### src/rtl/seq_mul_pkg.sv
// Shared types and constants for the
// sequential shift-add multiplier.
package seq_mul_pkg;

  localparam int N_DEF = 4;

  typedef enum logic [1:0] {
    IDLE = 2'd0,
    RUN  = 2'd1,
    DONE = 2'd2
  } state_t;

  function automatic int cnt_w(input int n);
    return (n > 1) ? $clog2(n) : 1;
  endfunction

endpackage

### src/rtl/rca.sv
// N-bit ripple-carry adder built from
// a chain of full-adder cells.
module rca #(
  parameter int N = 4
) (
  input  logic [N-1:0] a,
  input  logic [N-1:0] b,
  input  logic         cin,
  output logic [N-1:0] sum,
  output logic         cout
);

  logic [N:0] c;

  assign c[0] = cin;

  for (genvar i = 0; i < N; i++) begin : g_fa
    assign sum[i] = a[i] ^ b[i] ^ c[i];
    assign c[i+1] = (a[i] & b[i])
                  | (c[i] & (a[i] ^ b[i]));
  end

  assign cout = c[N];

endmodule

### src/rtl/seq_mul4_ctrl.sv
// Shift-add multiplier controller sharing
// one rca for every partial-product step.
module seq_mul4_ctrl
  import seq_mul_pkg::*;
#(
  parameter int N = N_DEF
) (
  input  logic         clk,
  input  logic         rst_n,
  input  logic         start,
  input  logic [N-1:0] a,
  input  logic [N-1:0] b,
  output logic         busy,
  output logic         done,
  output logic [2*N-1:0] product
);

  localparam int CW = cnt_w(N);

  state_t         state;
  state_t         nstate;
  logic [N-1:0]   mcand;
  logic [N-1:0]   mq;
  logic [N-1:0]   acc;
  logic [CW-1:0]  cnt;
  logic [N-1:0]   addend;
  logic [N-1:0]   sum;
  logic           c;
  logic           load;
  logic           last;
  logic [2*N-1:0] shifted;

  assign addend  = mq[0] ? mcand : '0;
  assign last    = (cnt == CW'(N - 1));
  assign shifted = {c, sum, mq[N-1:1]};

  rca #(
    .N(N)
  ) u_rca (
    .a   (acc),
    .b   (addend),
    .cin (1'b0),
    .sum (sum),
    .cout(c)
  );

  // State register
  always_ff @(posedge clk or negedge rst_n) begin
    if (!rst_n) begin
      state <= IDLE;
    end else begin
      state <= nstate;
    end
  end

  // Next state, handshake outputs, accept
  always_comb begin
    nstate = state;
    busy   = 1'b0;
    done   = 1'b0;
    load   = 1'b0;
    unique case (1'b1)
      (state == RUN): begin
        busy = 1'b1;
        if (last) nstate = DONE;
      end
      (state == DONE): begin
        done = 1'b1;
        load = start;
        nstate = start ? RUN : IDLE;
      end
      default: begin
        load = start;
        nstate = start ? RUN : IDLE;
      end
    endcase
  end

  // Operand capture and shift-add datapath
  always_ff @(posedge clk or negedge rst_n) begin
    if (!rst_n) begin
      mcand   <= '0;
      mq      <= '0;
      acc     <= '0;
      cnt     <= '0;
      product <= '0;
    end else if (load) begin
      mcand <= a;
      mq    <= b;
      acc   <= '0;
      cnt   <= '0;
    end else if (state == RUN) begin
      {acc, mq} <= shifted;
      cnt       <= cnt + CW'(1);
      if (last) product <= shifted;
    end
  end

endmodule
### config.mk
export PLATFORM = sky130hd
export DESIGN_NAME = seq_mul4_ctrl
export DESIGN_NICKNAME = d
export VERILOG_FILES = /design/src/rtl/seq_mul_pkg.sv /design/src/rtl/rca.sv /design/src/rtl/seq_mul4_ctrl.sv
export SDC_FILE = /design/constraint.sdc
export NUM_CORES = 1
export LEC_CHECK = 0
export ABC_AREA = 1
export ABC_CLOCK_PERIOD_IN_PS = 2500
export CAP_MARGIN = 40
export CORE_ASPECT_RATIO = 0.6
export CORE_MARGIN = 2
export CORE_UTILIZATION = 50
export CTS_CLUSTER_DIAMETER = 50
export CTS_CLUSTER_SIZE = 16
export DETAILED_ROUTE_END_ITERATION = 6
export PLACE_DENSITY = 0.78
export SYNTH_ARGS = -nofsm -noshare
export SYNTH_HDL_FRONTEND = slang
export SYNTH_HIERARCHICAL = 1
export SYNTH_SLANG_ARGS = --single-unit
### constraint.sdc
create_clock -name clk -period 2.5 [get_ports clk]
set_input_delay 0.5 -clock clk [delete_from_list [all_inputs] [get_ports clk]]
set_output_delay 0.5 -clock clk [all_outputs]
set_load 0.005 [all_outputs]
* After elaboration in Yosys (flattened, before gate mapping)
Index checks and enable logic that the tools add are counted.
Widths: inputs -> output; s select.
** Operators by class
- Add/subtract/negate cells :: 1
- Equality and inequality tests :: 4
- Mux-type cells :: 13
- Bitwise logic cells :: 18
- Reductions and logical operators :: 2
** Operators with widths (number)
- $mux 4 :: 5
- $mux 2 :: 4
- $and 1x1->1 :: 7
- $xor 1x1->1 :: 7
- $eq 2x2->1 const B :: 2
- $mux 1 :: 4
- $or 1x1->1 :: 3
- $reduce_and 3->1 :: 1
- $add 2x1->2 const B :: 1
- $eq 2x1->1 const B :: 1
- $ne 2x2->1 const B :: 1
- $reduce_bool 2->1 :: 1
- $not 1->1 :: 1
** Storage, ports and cells
- Flip-flop bits (word level) :: 24
- Output and inout port bits :: 10
- Word-level logic and storage cells :: 44

* Depth between registers and ports, before layout
Gate-level depths: netlist (run 1).
- Depth in word-level cells :: 10
- Mapped depth :: 12
- Depth with buffers taken out :: 12

* Modules after synthesis
The synthesis (run 1) kept the hierarchy.
** By module, submodules not included
- seq_mul4_ctrl :: instances 1, cells an instance 119, area an instance 1074.8 µm², seq. area each 600.6 µm²
- rca :: instances 1, cells an instance 14, area an instance 117.6 µm², seq. area each 0.0 µm²

* Least setup slack after synthesis (run 1)
OpenSTA, ideal clock, no wires.
- Path type :: reg2reg
- Start :: register mq[0]
- End :: register acc[2]
- Library setup time :: 0.065 ns
- Arrival time :: 2.088 ns
- Data required time :: 2.435 ns
- Path slack :: 0.347 ns
- Cell stages (with the launch flop) :: 13
- Path buffers :: 0
- Path through :: dfrtp_1 nand2_1 inv_1 fa_1 inv_1 fa_1 inv_1 fa_1 inv_1 fa_1 inv_1 nand2_1 nand2_1
** Between the ends
- Cells in the longest elaborated chain, start to end :: 9
- Elaborated cells on any way between the ends :: 14
- Those cells by class :: mux (3); bitwise (11)
** Ends and longest elaborated chain
- from (decl) :: line seq_mul4_ctrl.sv:23 : logic [N-1:0] mq;
- from (signal assigned) :: line seq_mul4_ctrl.sv:93 : {acc, mq} <= shifted;
- $mux 4 :: line seq_mul4_ctrl.sv:33 : assign addend = mq[0] ? mcand : '0;
- named net addend[0] :: line seq_mul4_ctrl.sv:26 : logic [N-1:0] addend;
- $and 1x1->1 :: line rca.sv:19 : assign c[i+1] = (a[i] & b[i])
- $and 1x1->1 :: line rca.sv:20 : | (c[i] & (a[i] ^ b[i]));
- $or 1x1->1 :: line rca.sv:20
- $and 1x1->1 :: line rca.sv:20
- $or 1x1->1 :: line rca.sv:20
- $xor 1x1->1 :: line rca.sv:18 : assign sum[i] = a[i] ^ b[i] ^ c[i];
- named net sum[3] :: line seq_mul4_ctrl.sv:27 : logic [N-1:0] sum;
- $mux 4 :: line seq_mul4_ctrl.sv:92 : end else if (state == RUN) begin
- $mux 4 :: line seq_mul4_ctrl.sv:87 : end else if (load) begin
- to (signal assigned) :: line seq_mul4_ctrl.sv:93
- to (decl) :: line seq_mul4_ctrl.sv:24 : logic [N-1:0] acc;
The timed path passes the listed nets, and every way through them passes these cells. The select of a mux whose other input is x is not followed.
A chain may end at the register's enable or synchronous reset.

* Worst setup path in the final report (run 1)
Same ends and word-level chain as after synthesis.

==> run_results.csv, run 1 <==
group,metric,value,unit
layout,postLayoutCoreUtil,67.1,%
synthesis,ys_seq_area_share,50.4,%
worst_setup_path,slowest_stage,"dfrtp_1",
global_route,grt_pass1_wl,4130,um
sta,hold_slack,0.480,ns
clock_network,cts_tree,"done",
worst_setup_path,worstSetupPathType,"reg -> reg",
worst_setup_path,worst-path-stages,12,
detailed_routing,antenna_left,0,
clock_network,cts_root_buf,"clkbuf_8",
power_and_ir_drop,finalPower,1.78,mW
sta,fin_tns_setup,0,ns
synthesis,synth-seq-cells,24,
worst_setup_path,critPathArrivalTime,2.56,ns
layout,fillerInstances,188,
floorplanning,coreArea,2210,um2
synthesis,synth.distinct_cells,19,
floorplanning,pin_count,21,
placement,io_buffers,20,
global_route,grt_pass1_vias,899,
detailed_routing,vias_per_cell,4.85,
detailed_routing,drt-initial-drc-count,47,
worst_setup_path,critPathBufInv,5,
worst_setup_path,path_cells,"nand2_1, inv_1, fa_1, inv_1, fa_1, inv_1, fa_1, inv_1, fa_1, inv_1, nand2_1, nand2_1",
sta,hold_viol,0,
clock_network,numCtsBuffers,3,
clock_network,cts_buffer_depth,2,
sta,finClkSkew,0.00412,ns
worst_setup_path,path_delay_family,"adder cells",
sta,post-route-min-period,2.34,ns
floorplanning,fp-row-count,13,
floorplanning,start_util,53.9,%
placement,dp.cells,182,
placement,gp_congestion,0.753,
layout,fin_area,1490,um2
flow_run,maxCapViolations,0,
worst_setup_path,cp-end-kind,"flop",
detailed_routing,via_count,903,
placement,dpl_cell_area,1410,um2
clock_network,post-cts-setup-buffer-count,0,
placement,place_ws,0.198,ns
worst_setup_path,cp-start-kind,"flop",
synthesis,synth_cells,133,
clock_network,cts_resized,0,
layout,drive_above_1_share,13.5,%
hold_path,hp-class,"reg -> reg",
synthesis,syn_nets,149,
synthesis,yosysWarnings,6,
layout,num_antenna_cells,0,
hold_path,hold-path-endpoint,"acc[3]$_DFFE_PN0P_",
floorplanning,die-area,2800,um2
clock_network,htree_levels,1,
power_and_ir_drop,ir_drop,0.539,mV
power_and_ir_drop,powerDensity,1200,nW/um2
synthesis,syn_area,1190,um2
global_route,grt_util_all_layers,19.9,%
worst_setup_path,crit_path_max_incr_delay,0.43,ns
clock_network,worstSkewPairLatency,0.27,ns
hold_path,hold_depth,2,
layout,fin_cells,186,
clock_network,clkSlewWorstSetupHoldPaths,0.09,ns
worst_setup_path,reg2reg_depth,12,
global_route,grt_max_degree,25,
sta,fmax,426,MHz
floorplanning,die_w,67.0,um
detailed_routing,drt-pass1-iter-count,4,
sta,fin_ws,0.155,ns
worst_setup_path,reg2reg_to,"acc[2]$_DFFE_PN0P_",
outcome,outcome,"finished, final reports clean",
worst_setup_path,r2r_start,"mq[0]$_DFFE_PN0P_",
sta,post-route-period-util,93.8,%
worst_setup_path,required,2.72,ns
placement,hpwl,1670,um
global_route,overflow,0,
clock_network,cts-hold-fix-buffers,0,
layout,nets,173,
sta,finalSetupViolCount,0,
sta,rsz0062_at_grt,"false",
sta,drv_slew,0,
synthesis,synth_area_per_cell,8.97,um2
global_route,antenna_found_initial,0,
detailed_routing,totalWireLength,2290,um
detailed_routing,wl_per_cell,12.3,um
worst_setup_path,r2r_slack,0.16,ns
power_and_ir_drop,p_leak,0.791,nW
detailed_routing,drc,0,
clock_network,clock-sinks,24,
floorplanning,die_h,41.8,um
layout,area_growth,24.6,%
worst_setup_path,critPathMaxFanout,5,
hold_path,hold_start,"acc[3]$_DFFE_PN0P_",
worst_setup_path,cp_common_cell,"inv_1",
-- cell families (layout without fill, tap and decap cells) --
group | count (synthesis) | count (layout) | synth area share [%]
flops | 24 | 24 | 50.4
fa+ha+maj | 5 | 5 | 7.77
buf+inv | 21 | 44 | 8.29
simple gates | 82 | 82 | 33.3
other cells | 1 | 1 | 0.314
-- Yosys cell counts --
library cell  instances  area, um2
buf_2                 1       5.00
buf_6                 1       11.3
buf_8                 1       15.0
conb_1                1       3.75
dfrtp_1              24        601
fa_1                  4       80.1
ha_1                  1       12.5
inv_1                16       60.1
inv_2                 2       7.51
nand2_1              54        203
nand2_2               5       31.3
nand2_4               1       11.3
nand3_1              12       60.1
nand3_2               4       40.0
nor2_1                2       7.51
nor2_2                1       6.26
nor2_4                1       11.3
nor2_8                1       20.0
or2_0                 1       6.26
-- layout by cell type, fill, tap and decap left out --
cell type / n
buf_4: 2
bufinv_16: 1
clkbuf_8: 3
clkdlybuf4s50_1: 20
conb_1: 1
dfrtp_1: 24
fa_1: 4
ha_1: 1
inv_1: 16
inv_2: 2
nand2_1: 54
nand2_2: 5
nand2_4: 1
nand3_1: 12
nand3_2: 4
nor2_1: 2
nor2_2: 1
nor2_4: 1
nor2_8: 1
or2_0: 1
-- power by group --
group	switching, mW	leakage [nW]	internal (mW)	total, mW
Sequential	0.119	0.304	0.553	0.672
Clock	0.129	0.0357	0.214	0.343
Combinational	0.421	0.452	0.343	0.763
Total	0.669	0.791	1.11	1.78
-- per-layer routing --
metal / global-route usage, % / up-vias / part of all wire, %
li1: - / 443 / -
met1: 26.5 / 438 / 44
met2: 31.5 / 18 / 50
met3: 7.05 / 4 / 5.0
met4: 4.49 / 0 / 1.0
met5: 0 / - / 0
-- sequential cells by signal, summed over array words and instances (netlist names) --
register / count
acc: 4
cnt: 2
mcand: 4
mq: 4
product: 8
state: 2
-- worst max path at each step --
| stage | from | end |
|---|---|---|
| 2_1_floorplan | mq[0]$_DFFE_PN0P_ | acc[2]$_DFFE_PN0P_ |
| 3_3_place_gp | mq[0]$_DFFE_PN0P_ | acc[2]$_DFFE_PN0P_ |
| 3_5_place_dp | mq[0]$_DFFE_PN0P_ | acc[2]$_DFFE_PN0P_ |
| 4_1_cts | mq[0]$_DFFE_PN0P_ | acc[2]$_DFFE_PN0P_ |
| 5_1_grt | mq[0]$_DFFE_PN0P_ | product[6]$_DFFE_PN0P_ |
| 6_report | mq[0]$_DFFE_PN0P_ | acc[2]$_DFFE_PN0P_ |
-- tightest hold or removal path: stages (launching register included) --
cell	delay [ns]
dfrtp_1	0.35
nand2_1	0.05
nand2_1	0.05
-- area by class of cell --
class / count / area (um2) / share of cell area [%]
clock buffer: 3 / 41.3 / 2.78
clock inverter: 1 / 30.0 / 2.02
inverter: 18 / 67.6 / 4.55
multi-input combinational: 88 / 493 / 33.2
sequential: 24 / 601 / 40.4
tap: 30 / 37.5 / 2.53
timing repair buffer: 22 / 215 / 14.5
Note: power is estimated with default switching activity, not from simulation.
==> run 2: changes to the inputs <==
--- a/config.mk
+++ b/config.mk
@@ -11,9 +11,11 @@
 export CORE_ASPECT_RATIO = 0.6
 export CORE_MARGIN = 2
 export CORE_UTILIZATION = 50
+export CTS_BUF_LIST = sky130_fd_sc_hd__clkbuf_4 sky130_fd_sc_hd__clkbuf_8
 export CTS_CLUSTER_DIAMETER = 50
 export CTS_CLUSTER_SIZE = 16
 export DETAILED_ROUTE_END_ITERATION = 6
+export HOLD_SLACK_MARGIN = 0.06
 export PLACE_DENSITY = 0.78
 export SYNTH_ARGS = -nofsm -noshare
 export SYNTH_HDL_FRONTEND = slang
==> results of run 2 <==
Final layout, timing and power as in run 1 (identical DEF).
